`src/rtl/controle_medicao_hcsr04_pkg.sv`:
```
// Shared state codes and default timing constants for the HC-SR04 measurement scheduler.
package controle_medicao_hcsr04_pkg;

    localparam int CLOCK_HZ       = 50_000_000;
    localparam int PERIODO_PADRAO = 5_000_000;  // 100 ms
    localparam int TIMEOUT_PADRAO = 1_500_000;  // 30 ms
    localparam int MEDIR_PADRAO   = 5;
    localparam int N_AMOSTRAS     = 4;

    typedef enum logic [3:0] {
        INICIAL      = 4'd0,
        ESPERA       = 4'd1,
        PULSO        = 4'd2,
        AGUARDA      = 4'd3,
        REGISTRA     = 4'd4,
        MEDIA        = 4'd5,
        RESET_SENSOR = 4'd6
    } estado_t;

endpackage

```
`src/rtl/controle_medicao_hcsr04_bcd3_para_bin.sv`:
```
// Combinational 3-digit BCD to binary conversion with a digit-out-of-range flag.
module bcd3_para_bin (
    input  logic [11:0] bcd,
    output logic [9:0]  bin,
    output logic        invalido
);

    logic [3:0] d2, d1, d0;

    assign d2 = bcd[11:8];
    assign d1 = bcd[7:4];
    assign d0 = bcd[3:0];

    assign invalido = (d2 > 4'd9) || (d1 > 4'd9) || (d0 > 4'd9);
    // Value is meaningless when invalido is set; callers discard it.
    assign bin = 10'(d2) * 10'd100 + 10'(d1) * 10'd10 + 10'(d0);

endmodule

```
`src/rtl/controle_medicao_hcsr04.sv`:
```
// Periodic HC-SR04 measurement scheduler: request, timeout recovery, BCD capture and 4-sample average.
module controle_medicao_hcsr04
    import controle_medicao_hcsr04_pkg::*;
#(
    parameter int PERIODO_CICLOS = PERIODO_PADRAO,
    parameter int TIMEOUT_CICLOS = TIMEOUT_PADRAO,
    parameter int MEDIR_CICLOS   = MEDIR_PADRAO
) (
    input  logic        clock,
    input  logic        reset,
    input  logic        ligar,
    input  logic [9:0]  limiar,
    input  logic        pronto_sensor,
    input  logic [11:0] medida_sensor,
    output logic        medir,
    output logic        reset_sensor,
    output logic [9:0]  distancia,
    output logic        valida,
    output logic        acima_limiar,
    output logic        nova_amostra,
    output logic        erro_timeout,
    output logic        erro_medida,
    output logic [3:0]  db_estado
);

    localparam int WP = $clog2(PERIODO_CICLOS);
    localparam int WT = $clog2(TIMEOUT_CICLOS);

    estado_t        estado, estado_prox;
    logic [WP-1:0]  cont_periodo;
    logic [WT-1:0]  cont_timeout;
    logic           cont_rst;
    logic           pronto_ant;
    logic [1:0]     cont_timeouts;
    logic [9:0]     buffer [N_AMOSTRAS];
    logic [1:0]     ptr;
    logic [2:0]     n_amostras;

    logic [9:0]     medida_bin;
    logic           medida_invalida;
    logic           borda, fim_pulso, estourou, fim_periodo, inicio;
    logic           ev_timeout, aceita, rejeita, atualiza, limpa;
    logic [11:0]    soma;
    logic           valida_prox, acima_prox;
    logic [9:0]     distancia_prox;

    bcd3_para_bin u_conv (
        .bcd      (medida_sensor),
        .bin      (medida_bin),
        .invalido (medida_invalida)
    );

    assign borda       = pronto_sensor && !pronto_ant;
    assign fim_pulso   = (cont_timeout == WT'(MEDIR_CICLOS - 1));
    assign estourou    = (cont_timeout == WT'(TIMEOUT_CICLOS - 1));
    assign fim_periodo = (cont_periodo == WP'(PERIODO_CICLOS - 1));
    assign inicio      = (estado_prox == PULSO) && (estado != PULSO);
    assign db_estado   = estado;

    // NOTE: every always_comb output gets a default first so no path leaves it unassigned (no latch).
    always_comb begin
        estado_prox = estado;
        if (!ligar) begin
            estado_prox = INICIAL;
        end else begin
            case (estado)
                INICIAL:      estado_prox = PULSO;
                ESPERA:       if (fim_periodo) estado_prox = PULSO;
                PULSO:        if (fim_pulso) estado_prox = AGUARDA;
                AGUARDA: begin
                    // The pronto edge takes priority over a coincident timeout.
                    if (borda)         estado_prox = REGISTRA;
                    else if (estourou) estado_prox = RESET_SENSOR;
                end
                REGISTRA:     estado_prox = medida_invalida ? ESPERA : MEDIA;
                MEDIA:        estado_prox = ESPERA;
                RESET_SENSOR: if (cont_rst) estado_prox = ESPERA;
                default:      estado_prox = INICIAL;
            endcase
        end
    end

    always_comb begin
        ev_timeout = ligar && (estado == AGUARDA) && !borda && estourou;
        aceita     = ligar && (estado == REGISTRA) && !medida_invalida;
        rejeita    = ligar && (estado == REGISTRA) && medida_invalida;
        atualiza   = ligar && (estado == MEDIA) && (n_amostras == 3'(N_AMOSTRAS));
        limpa      = ev_timeout && (cont_timeouts >= 2'd2);

        soma = '0;
        for (int i = 0; i < N_AMOSTRAS; i++) soma = soma + 12'(buffer[i]);

        valida_prox    = limpa ? 1'b0 : (atualiza ? 1'b1 : valida);
        distancia_prox = atualiza ? soma[11:2] : distancia;
        acima_prox     = valida_prox && (distancia_prox > limiar);
    end

    // NOTE: sequential state uses non-blocking assignments so every flop samples pre-edge values.
    always_ff @(posedge clock or negedge reset) begin
        if (!reset) begin
            estado       <= INICIAL;
            cont_periodo <= '0;
            cont_timeout <= '0;
            cont_rst     <= 1'b0;
            pronto_ant   <= 1'b0;
            medir        <= 1'b0;
            reset_sensor <= 1'b0;
        end else begin
            estado       <= estado_prox;
            pronto_ant   <= pronto_sensor;
            cont_rst     <= (estado == RESET_SENSOR) && (estado_prox == RESET_SENSOR);
            medir        <= (estado_prox == PULSO);
            reset_sensor <= (estado_prox == RESET_SENSOR);

            // Both counters saturate so an overrun leaves ESPERA immediately.
            if (estado_prox == INICIAL || inicio) begin
                cont_periodo <= '0;
                cont_timeout <= '0;
            end else begin
                if (!fim_periodo) cont_periodo <= cont_periodo + 1'b1;
                if (!estourou)    cont_timeout <= cont_timeout + 1'b1;
            end
        end
    end

    // NOTE: the sample buffer is reset because the average must read 0 after reset, not X.
    always_ff @(posedge clock or negedge reset) begin
        if (!reset) begin
            for (int i = 0; i < N_AMOSTRAS; i++) buffer[i] <= '0;
            ptr           <= '0;
            n_amostras    <= '0;
            cont_timeouts <= '0;
            erro_timeout  <= 1'b0;
            erro_medida   <= 1'b0;
            distancia     <= '0;
            valida        <= 1'b0;
            acima_limiar  <= 1'b0;
            nova_amostra  <= 1'b0;
        end else begin
            distancia    <= distancia_prox;
            valida       <= valida_prox;
            acima_limiar <= acima_prox;
            nova_amostra <= atualiza;

            if (aceita) begin
                buffer[ptr]   <= medida_bin;
                ptr           <= ptr + 1'b1;
                if (n_amostras != 3'(N_AMOSTRAS)) n_amostras <= n_amostras + 1'b1;
                cont_timeouts <= '0;
                erro_timeout  <= 1'b0;
                erro_medida   <= 1'b0;
            end
            if (rejeita) erro_medida <= 1'b1;
            if (ev_timeout) begin
                erro_timeout <= 1'b1;
                if (cont_timeouts != 2'd3) cont_timeouts <= cont_timeouts + 1'b1;
            end
            if (limpa) begin
                for (int i = 0; i < N_AMOSTRAS; i++) buffer[i] <= '0;
                ptr        <= '0;
                n_amostras <= '0;
            end
        end
    end

endmodule

```
`config.mk`:
```
export PLATFORM = sky130hd
export DESIGN_NAME = controle_medicao_hcsr04
export DESIGN_NICKNAME = d
export VERILOG_FILES = /design/src/rtl/controle_medicao_hcsr04_pkg.sv /design/src/rtl/controle_medicao_hcsr04_bcd3_para_bin.sv /design/src/rtl/controle_medicao_hcsr04.sv
export SDC_FILE = /design/constraint.sdc
export NUM_CORES = 1
export LEC_CHECK = 0
export BUFFER_PORTS_ARGS = -buffer_cell sky130_fd_sc_hd__buf_4
export CAP_MARGIN = 20
export CORE_MARGIN = 4
export CORE_UTILIZATION = 36
export DETAILED_ROUTE_END_ITERATION = 8
export HOLD_SLACK_MARGIN = 0.06
export PLACE_DENSITY = 0.57
export SETUP_SLACK_MARGIN = 0.4
export SLEW_MARGIN = 30
export SYNTH_ARGS = -nofsm -noshare
export SYNTH_HDL_FRONTEND = slang
export SYNTH_HIERARCHICAL = 1
export SYNTH_SLANG_ARGS = --single-unit
```
`constraint.sdc`:
```
create_clock -name clock -period 9.9 [get_ports clock]
set_input_delay 1.98 -clock clock [delete_from_list [all_inputs] [get_ports clock]]
set_output_delay 1.98 -clock clock [all_outputs]
set_load 0.05 [all_outputs]
```
==> flow_summary.ini, run 1 <==
[run_status]
run_status = finished, final reports clean

[route]
via_per_inst = 5.24
wl_mm = 17.6
dr.pass1.iters = 5
num_vias = 5943
wl_per_cell_um = 15.5
drt-initial-drc-count = 358
drcViolationCount = 0
postRouteAntennaNets = 0

[sta]
rsz0062_at_grt = false
post-route-period-util = 0.459
fin_tns_setup_ps = 0
period_needed_ps = 4540
finalClockSkew_ps = 11.9
worst_slew_pin_slew_ps = 845
setup_viol_count_final = 0
fmax_ghz = 0.220
setup_ws_ps = 5360
max_slew_margin = 0.431
finalHoldViolCount = 0
slew_viol_final = 0

[setup_path]
worst_r2r_startpoint = buffer[2]$_DFFE_PN0P_
rr_worst_depth = 16
crit_end = buffer[38]$_DFFE_PN0P_
crit_top_cell = ha_1
worstPathMaxFanout = 5
crit_type = input port to flop
worst_path_dominant_cell_family = adder cells
crit_start = medida_sensor[5]
crit_chain = buf_4 -> ha_1 -> ha_1 -> fa_1 -> ha_1 -> ha_1 -> o21a_1 -> o31a_1 -> or4_1 -> nand3_1 -> nand3_1 -> a21oi_1
timing.rr.end = acima_limiar$_DFF_PN0_
reg2reg_setup_slack_ps = 5490
cp-end-kind = flop
worstPathRequired_ps = 10250
cp_slowest_cell = fa_1
path_buf_inv = 1
worstPathArrival_ps = 4890
crit_path_start_kind = input port
worstSetupPathDepth = 12
cpPeakStageDelay_ps = 430

[pwr]
power_mw = 1.28
ir_drop_uv = 156
pwr_density_cell_mw_per_mm2 = 146
leakagePower_nw = 3.78

[cells_and_area]
drive_gt1_frac = 0.113
finish.instance_area_sq_mm = 0.00874
nets = 959
syn_to_final_growth_pct = 15.7
diodes = 0

[global_routing]
track_usage = 0.156
grt_pass1_vias = 5979
grt_max_degree = 62
antenna_found_initial = 0
grt_pass1_wl_mm = 30.2
overflow = 0

[synthesis]
synthArstFlopShare = 1.00
synth_ff_type = dfrtp_1
synth_edf_count = 0
synth-compound-area-share = 0.134
syn_inst = 819
ys_warn_count = 6
syn_area_sq_mm = 0.00756
yosysSeqAreaShare = 0.377
ys_ff_latch = 114
yosys.area_share.simple = 0.185
syn_avg_cell_area_sq_um = 9.23
synth_mux_area_frac = 0.00828
synth_adder_area_share = 0.159
synth_top_family_by_area = simple AND/OR/NAND/NOR gates
netlist-cell-type-count = 59
synth_xor_area_frac = 0.0626
synth_nets = 926

[clocking]
cts_made_buffers = 17
cts_tree = yes
cts.repair.resized = 0
clk_pin_slew_ps = 60
cts_hold_buf = 0
htree_num_levels = 4
clockBufferDepth = 2
cts_sinks = 114
root_buffer = clkbuf_16
post_cts_buffers = 0
clk_latency_ps = 430

[hold_path]
hp-class = flop to flop

[run]
maxCapViolations = 0

[floorplan]
coreArea_sq_mm = 0.0204
start_util = 0.370
rows = 52
die_x_um = 153
dieArea_sq_mm = 0.0234
die_h_um = 153
io_pins = 47

[placement]
placed_cell_area_sq_mm = 0.00812
dp_hpwl_mm = 12.0
preCtsSetupSlack_ps = 4940
gp_routability_congestion = 0.780
portBuffers = 46
-- tightest hold or removal path, stage by stage (launching register included) --
cell	delay, ps
dfrtp_1	350
nand2_1	50
o21ai_0	60
-- cell type report --
type / count / area, sq um
Clock buffer: 18 / 439
Timing Repair Buffer: 51 / 383
Fill cell: 2029 / 11700
Inverter: 97 / 364
Sequential cell: 114 / 2850
Tap cell: 270 / 338
Clock inverter: 14 / 179
Multi-Input combinational cell: 571 / 4190
-- power breakdown --
part | internal, mW | leakage (nW) | total, mW | switching, mW
combinational | 0.0549 | 1.93 | 0.156 | 0.102
clock | 0.405 | 0.293 | 0.646 | 0.242
sequential | 0.471 | 1.56 | 0.475 | 0.00403
-- flip-flops by register name (all words and copies together) (netlist names), 2 cells and up --
name,count
cont_periodo,23
cont_timeouts,2
buffer,40
ptr,2
cont_timeout,21
db_estado,4
n_amostras,3
distancia,10
-- metal layers --
layer | part of all wire | track usage | up-vias | wire (um)
li1 | - | - | 2906 | -
met1 | 0.46 | 0.211 | 2905 | 8120
met2 | 0.49 | 0.255 | 115 | 8560
met3 | 0.040 | 0.0325 | 17 | 700
met4 | 0.015 | 0.0471 | 0 | 261
met5 | 0 | 0 | - | 0
-- layout by cell type, fill, tap and decap left out, types with 4 or more instances in the layout --
cell | synthesis | final
a211oi_1 | 40 | 40
nor3_1 | 19 | 18
a21oi_1 | 62 | 62
nor4b_1 | 6 | 5
nor4_1 | 6 | 5
nand2_1 | 79 | 79
nand2b_1 | 6 | 6
nand4_1 | 9 | 9
inv_1 | 97 | 97
or4_1 | 5 | 5
clkbuf_16 | 0 | 17
fa_1 | 25 | 25
xor2_1 | 23 | 23
nor2_1 | 28 | 28
and3_1 | 8 | 8
buf_4 | 2 | 51
or3_1 | 8 | 8
o21ai_0 | 18 | 18
dfrtp_1 | 114 | 114
a221oi_1 | 4 | 4
a21o_1 | 5 | 5
nor2b_1 | 7 | 6
xnor2_1 | 31 | 31
o211ai_1 | 9 | 9
mux2i_1 | 4 | 4
nand3_1 | 67 | 67
o31ai_1 | 5 | 5
ha_1 | 56 | 56
clkinv_4 | 0 | 5
-- worst min path at each step --
stage	start	end	slack (ps)	depth (start not counted)
floorplan	cont_timeouts[0]$_DFF_PN0_	cont_timeouts[0]$_DFF_PN0_	480	1
global placement	erro_timeout$_DFFE_PN0P_	erro_timeout$_DFFE_PN0P_	480	2
detailed placement	erro_timeout$_DFFE_PN0P_	erro_timeout$_DFFE_PN0P_	490	2
CTS	erro_timeout$_DFFE_PN0P_	erro_timeout$_DFFE_PN0P_	500	2
global route	erro_timeout$_DFFE_PN0P_	erro_timeout$_DFFE_PN0P_	520	2
finish	erro_timeout$_DFFE_PN0P_	erro_timeout$_DFFE_PN0P_	490	2
-- metrics by stage --
stage               instances  utilization  hold slack, ps
finish                   1135        0.428             488
global route             1135        0.428             525
CTS                      1135        0.428             498
detailed placement       1103        0.397             488
global placement         1103        0.397             481
floorplan                 819            -             477
-- Yosys cell counts (all sizes together), types with 5 or more instances --
master  instances  area [sq um]
dfrtp         114          2850
inv            97           364
nand2          79           297
nand3          67           335
a21oi          62           310
ha             56           701
a211oi         40           300
xnor2          31           272
nor2           28           105
fa             25           500
clkbuf         24          90.1
xor2           23           201
nor3           20           105
o21ai          18          90.1
buf            13          95.1
nand4           9          56.3
o211ai          9          67.6
or3             9          61.3
and3            8          50.1
nor2b           8          57.6
nand2b          6          37.5
nor4            6          37.5
nor4b           6          52.6
or4             6          48.8
a21o            5          37.5
o31ai           5          37.5
-- kinds of logic after synthesis --
kind of cell	Yosys count
adder cells (fa/ha/maj)	81
AO/OA/AOI/OAI	159
other	1
flip-flops	114
AND/OR/NAND/NOR	270
buffers and inverters	134
XOR/XNOR	54
multiplexers	6
Power figures use the tool's default switching activity.
==> run 2: changes to the inputs <==
Settings changed: PLACE_DENSITY 0.57 to 0.59.
Clock period 9.9 ns to 3.7 ns, I/O delays scaled along.
==> run 2 against run 1 <==
The run now ends with setup timing left. Critical path depth up 6. Flip-flop and latch count unchanged. First-iteration DRC count down 13%. Combinational power rose to 3.1 times the previous value. Global-route usage up 0.31 points. Clock power up 140%. Worst hold slack worse by 190 ps. Worst setup slack worse by 5700 ps. Clock-buffer cell count up 3. Clock skew down 5.3 ps. Via count up 1.1%. Critical path type is now flop to flop. Largest cell class unchanged.
==> flow_summary.ini, run 2 (same netlist as run 1, synthesis figures left out) <==
[sta]
finalClockSkew_ps = 6.52
period_needed_ps = 4050
post-route-period-util = 1.10
max_slew_margin = 0.524
rsz0062_at_grt = true
finalHoldViolCount = 0
slew_viol_final = 0
fmax_ghz = 0.247
setup_viol_count_final = 1
hold_slack_ps = 300
worst_slew_pin_slew_ps = 707
setup_ws_ps = -353

[floorplan]
rows = 52
die_h_um = 153
dieArea_sq_mm = 0.0234
io_pins = 47
coreArea_sq_mm = 0.0204
start_util = 0.370
die_x_um = 153

[setup_path]
worstSetupPathDepth = 18
worstPathRequired_ps = 4050
worstPathArrival_ps = 4400
worst_path_dominant_cell_family = adder cells
worstPathMaxFanout = 2
timing.rr.end = acima_limiar$_DFF_PN0_
cp_slowest_cell = fa_1
path_buf_inv = 2
crit_type = flop to flop
crit_path_start_kind = flop
reg2reg_setup_slack_ps = -350
cpPeakStageDelay_ps = 520
worst_r2r_startpoint = buffer[1]$_DFFE_PN0P_
cp-end-kind = flop
crit_chain = inv_2 -> fa_1 -> inv_1 -> fa_1 -> nand2_1 -> nor2_2 -> fa_2 -> a21oi_2 -> o21ai_2 -> a2111o_1 -> and3_4 -> o221a_2 -> ha_4 -> nand4_1 -> nor2_2 -> a21oi_1 -> o211ai_1 -> and4bb_2
rr_worst_depth = 18
crit_start = buffer[1]$_DFFE_PN0P_

[global_routing]
grt_use_met1 = 0.215
track_usage = 0.160
grt_pass1_vias = 6210
antenna_found_initial = 0
grt_busiest_layer = met2
overflow = 0
grtUsageMet3 = 0.0365
use_met2 = 0.262
grt_pass1_wl_mm = 30.9
grt_max_degree = 53

[cells_and_area]
final_common_cell = dfrtp_1
largest-register = buffer
nets = 994
largest_reg_flops = 40
drive_gt1_frac = 0.169
syn_to_final_growth_pct = 20.9
layout_common_cells = dfrtp_1 (114), inv_1 (96), buf_4 (83)
diodes = 0
fin_util = 0.447
reg_top3 = buffer x40, cont_periodo x23, cont_timeout x21

[route]
via_per_inst = 5.13
wl_per_cell_um = 15.4
dr.pass1.iters = 4
drcViolationCount = 0
drt-initial-drc-count = 313
num_vias = 6006
postRouteAntennaNets = 0
wl_mm = 18.0

[clocking]
clk_latency_ps = 410
root_buffer = clkbuf_16
cts_made_buffers = 17
post_cts_buffers = 0
cts_sinks = 114
htree_num_levels = 4
clk_pin_slew_ps = 50
cts_tree = yes
clockBufferDepth = 2

[placement]
dp_hpwl_mm = 12.9
portBuffers = 46
gp_routability_congestion = 0.791
preCtsSetupSlack_ps = -396

[run]
maxCapViolations = 0

[pwr]
seqPwrFrac = 0.382
pwr-share-comb = 0.143
leakagePower_nw = 3.95
p_int_mw = 2.45
power_frac_clock = 0.475
ir_drop_uv = 267
pwr_density_cell_mw_per_mm2 = 364
swShare = 0.262
p_sw_uw = 872

[run_status]
violations = setup timing
run_status = finished, violations left

[hold_path]
hp-class = input port to async pin
-- run 2: changes by cell type in the layout (fill, tap and decap cells not counted), moves of 4 or more --
cell and delta:
buf_4 +32, ha_1 -6, ha_4 +5, clkinv_2 +5
o21ai_0 -4, clkinv_4 -5, a21oi_2 +4, a21oi_1 -4
-- run 2: worst max-delay path by stage --
stage                        endpoint  slack [ps]
3_5_place_dp   acima_limiar$_DFF_PN0_        -400
5_1_grt        acima_limiar$_DFF_PN0_        -560
4_1_cts        acima_limiar$_DFF_PN0_        -350
6_report       acima_limiar$_DFF_PN0_        -350
3_3_place_gp   acima_limiar$_DFF_PN0_        -310
2_1_floorplan  acima_limiar$_DFF_PN0_        -160
-- run 2: layer usage --
layer	share of wire	routed length (um)	vias to the layer above
met5	0	0	-
met4	0.013	240	0
met3	0.035	624	18
met2	0.48	8730	91
met1	0.47	8440	2924
li1	-	-	2973
-- run 2: worst register-to-register path: cells and delay by family (launching register included) --
| family | cells | cell delay (ps) |
|---|---|---|
| flip-flops | 1 | 360 |
| adder cells (fa/ha/maj) | 4 | 1590 |
| AO/OA/AOI/OAI | 6 | 1080 |
| AND/OR/NAND/NOR | 6 | 850 |
| buffers and inverters | 2 | 100 |
-- run 2: through the flow --
step / cells / cell area [sq um] / TNS (ps) / total power [mW]
5_1_grt: 1170 / 9130 / -556 / 3.47
6_report: 1170 / 9130 / -353 / 3.32
3_3_place_gp: 1138 / 8470 / -310 / 1.75
4_1_cts: 1170 / 9060 / -354 / 3.34
2_1_floorplan: 819 / 7620 / -158 / 1.59
3_5_place_dp: 1138 / 8470 / -396 / 1.75
-- run 2: power by group through the flow --
stage          Combinational [mW]  Sequential (mW)  Clock, mW
2_1_floorplan               0.268             1.32          0
3_3_place_gp                0.458             1.29          0
3_5_place_dp                0.461             1.29          0
4_1_cts                     0.465             1.27       1.60
5_1_grt                     0.534             1.27       1.67
6_report                    0.476             1.27       1.58
-- run 2: repair_timing --
item,4_1_cts,5_1_grt
pin swaps,6,9
endpoints found under the setup margin,2,7
hold buffers,0,0
gates resized for setup,8,13
-- run 2: final cells by class --
type	count	area (sq um)
Multi-Input combinational cell	571	4330
Timing Repair Buffer	86	683
Inverter	97	364
Sequential cell	114	2850
Fill cell	2017	11300
Tap cell	270	338
Clock buffer	21	450
Clock inverter	11	113
==> run 3: changes to the inputs <==
Settings changed: PLACE_DENSITY 0.59 to 0.57, SKIP_LAST_GASP set to 1.
Clock period 3.7 ns to 4.6 ns, I/O delays scaled along.
==> run 3 against run 2 <==
The run now ends clean. Cell area shrank 3.0%. Utilization is 1.4 points lower. Global-route usage is 0.21 points lower. Die area is the same. Flip-flop and latch count did not move. Cell count is 2.3% lower. Clock power down 20%. Critical path type unchanged. Critical endpoint unchanged. Largest cell class unchanged.
==> flow_summary.ini, run 3 (same netlist as run 1, synthesis figures left out) <==
[run_status]
run_status = finished, final reports clean

[clocking]
root_buffer = clkbuf_16
cts_sinks = 114
clk_pin_slew_ps = 60
cts_tree = yes
cts_made_buffers = 17
clockBufferDepth = 2
clk_latency_ps = 420
htree_num_levels = 4

[route]
wl_per_cell_um = 15.6
postRouteAntennaNets = 0
via_per_inst = 5.10
drt-initial-drc-count = 315
num_vias = 5825
drcViolationCount = 0
dr.pass1.iters = 4
wl_mm = 17.9

[cells_and_area]
nets = 967
largest_reg_flops = 40
fillers = 2009
syn_to_final_growth_pct = 17.2
diodes = 0
stdcell_count = 1143
fin_util = 0.433
layout_common_cells = dfrtp_1 (114), inv_1 (97), nand2_1 (79)
drive_gt1_frac = 0.129
final_common_cell = dfrtp_1
largest-register = buffer
reg_top3 = buffer x40, cont_periodo x23, cont_timeout x21

[placement]
dp_hpwl_mm = 12.3
portBuffers = 46
gp_routability_congestion = 0.763
dp.cells = 1109

[setup_path]
timing.rr.end = acima_limiar$_DFF_PN0_
worst_r2r_startpoint = buffer[1]$_DFFE_PN0P_
worstPathRequired_ps = 4960
worstPathArrival_ps = 4380
cp-end-kind = flop
rr_worst_depth = 17
worstPathMaxFanout = 2
crit_type = flop to flop
crit_path_start_kind = flop
reg2reg_setup_slack_ps = 580

[sta]
worst_slew_pin_slew_ps = 893
fin_tns_setup_ps = 0
rsz0062_at_grt = true
max_slew_margin = 0.397
finalHoldViolCount = 0
fmax_ghz = 0.249
setup_viol_count_final = 0
slew_viol_final = 0
finalClockSkew_ps = 7.32
post-route-period-util = 0.873
period_needed_ps = 4020

[pwr]
power_frac_clock = 0.482
ir_drop_uv = 270
p_int_mw = 1.90
swShare = 0.275
pwr_density_cell_mw_per_mm2 = 297
seqPwrFrac = 0.389
pwr-share-comb = 0.129
leakagePower_nw = 3.81
p_sw_uw = 722

[floorplan]
die_h_um = 153
rows = 52
io_pins = 47
coreArea_sq_mm = 0.0204
start_util = 0.370
dieArea_sq_mm = 0.0234
die_x_um = 153

[run]
maxCapViolations = 0

[global_routing]
grt_pass1_vias = 6053
track_usage = 0.158
antenna_found_initial = 0
grt_pass1_wl_mm = 30.3
grt_max_degree = 61
overflow = 0

[hold_path]
min_delay_path_depth = 2
hp-class = flop to flop
hp-start = erro_timeout$_DFFE_PN0P_
hold_end = erro_timeout$_DFFE_PN0P_
## run 3: repair_timing
item	4_1_cts	5_1_grt
gates resized for setup	4	17
hold buffers	0	0
pin swaps	1	6
setup endpoints to repair	1	1
setup buffers	0	2
endpoints found under the hold margin	0	0
## run 3: per-stage QoR
stage	worst slack [ps]	hold slack [ps]	power (mW)	instance area, sq um
finish	582	496	2.63	8860
global route	354	524	2.74	8860
CTS	407	500	2.66	8750
detailed placement	231	485	1.38	8180
global placement	346	480	1.38	8180
floorplan	590	477	1.26	7560
## run 3: power by group through the flow
| stage | Clock (mW) | Sequential, mW | Combinational [mW] |
|---|---|---|---|
| detailed placement | 0 | 1.04 | 0.340 |
| global placement | 0 | 1.04 | 0.340 |
| CTS | 1.29 | 1.02 | 0.342 |
| finish | 1.27 | 1.02 | 0.339 |
| global route | 1.34 | 1.02 | 0.380 |
| floorplan | 0 | 1.06 | 0.193 |
## run 3: worst max path at each step
stage	slack, ps	startpoint	end
after floorplan	590	buffer[1]$_DFFE_PN0P_	acima_limiar$_DFF_PN0_
after global placement	350	buffer[1]$_DFFE_PN0P_	acima_limiar$_DFF_PN0_
after detailed placement	230	buffer[1]$_DFFE_PN0P_	acima_limiar$_DFF_PN0_
after CTS	410	buffer[1]$_DFFE_PN0P_	acima_limiar$_DFF_PN0_
after global routing	350	buffer[12]$_DFFE_PN0P_	acima_limiar$_DFF_PN0_
final	580	buffer[1]$_DFFE_PN0P_	acima_limiar$_DFF_PN0_
## run 3: cell type report
| class | count | area, sq um | area share |
|---|---|---|---|
| well taps | 270 | 338 | 0.0381 |
| multi-input cells | 571 | 4270 | 0.482 |
| repair buffers | 59 | 468 | 0.0528 |
| flip-flops and latches | 114 | 2850 | 0.322 |
| clock buffers | 20 | 457 | 0.0516 |
| inverters | 97 | 364 | 0.0411 |
| clock inverters | 12 | 109 | 0.0123 |
## run 3: worst max-delay path, stage by stage, from the launching register on
cell and delay [ps]:
dfrtp_1 340, inv_1 60, fa_1 540, inv_1 50, fa_1 450, nand2_1 80
nor2_1 60, fa_2 390, a21oi_4 150, o21ai_2 70, a2111o_1 380, and3_4 190
o221a_4 250, ha_4 270, nand4_1 120, buf_4 170, o211ai_1 150, and4bb_2 230
## run 3: per-layer routing
layer,GRT usage,vias to the layer above,share of wire
li1,-,2920,-
met1,0.210,2815,0.46
met2,0.260,78,0.49
met3,0.0373,12,0.036
met4,0.0378,0,0.0090
met5,0,-,0
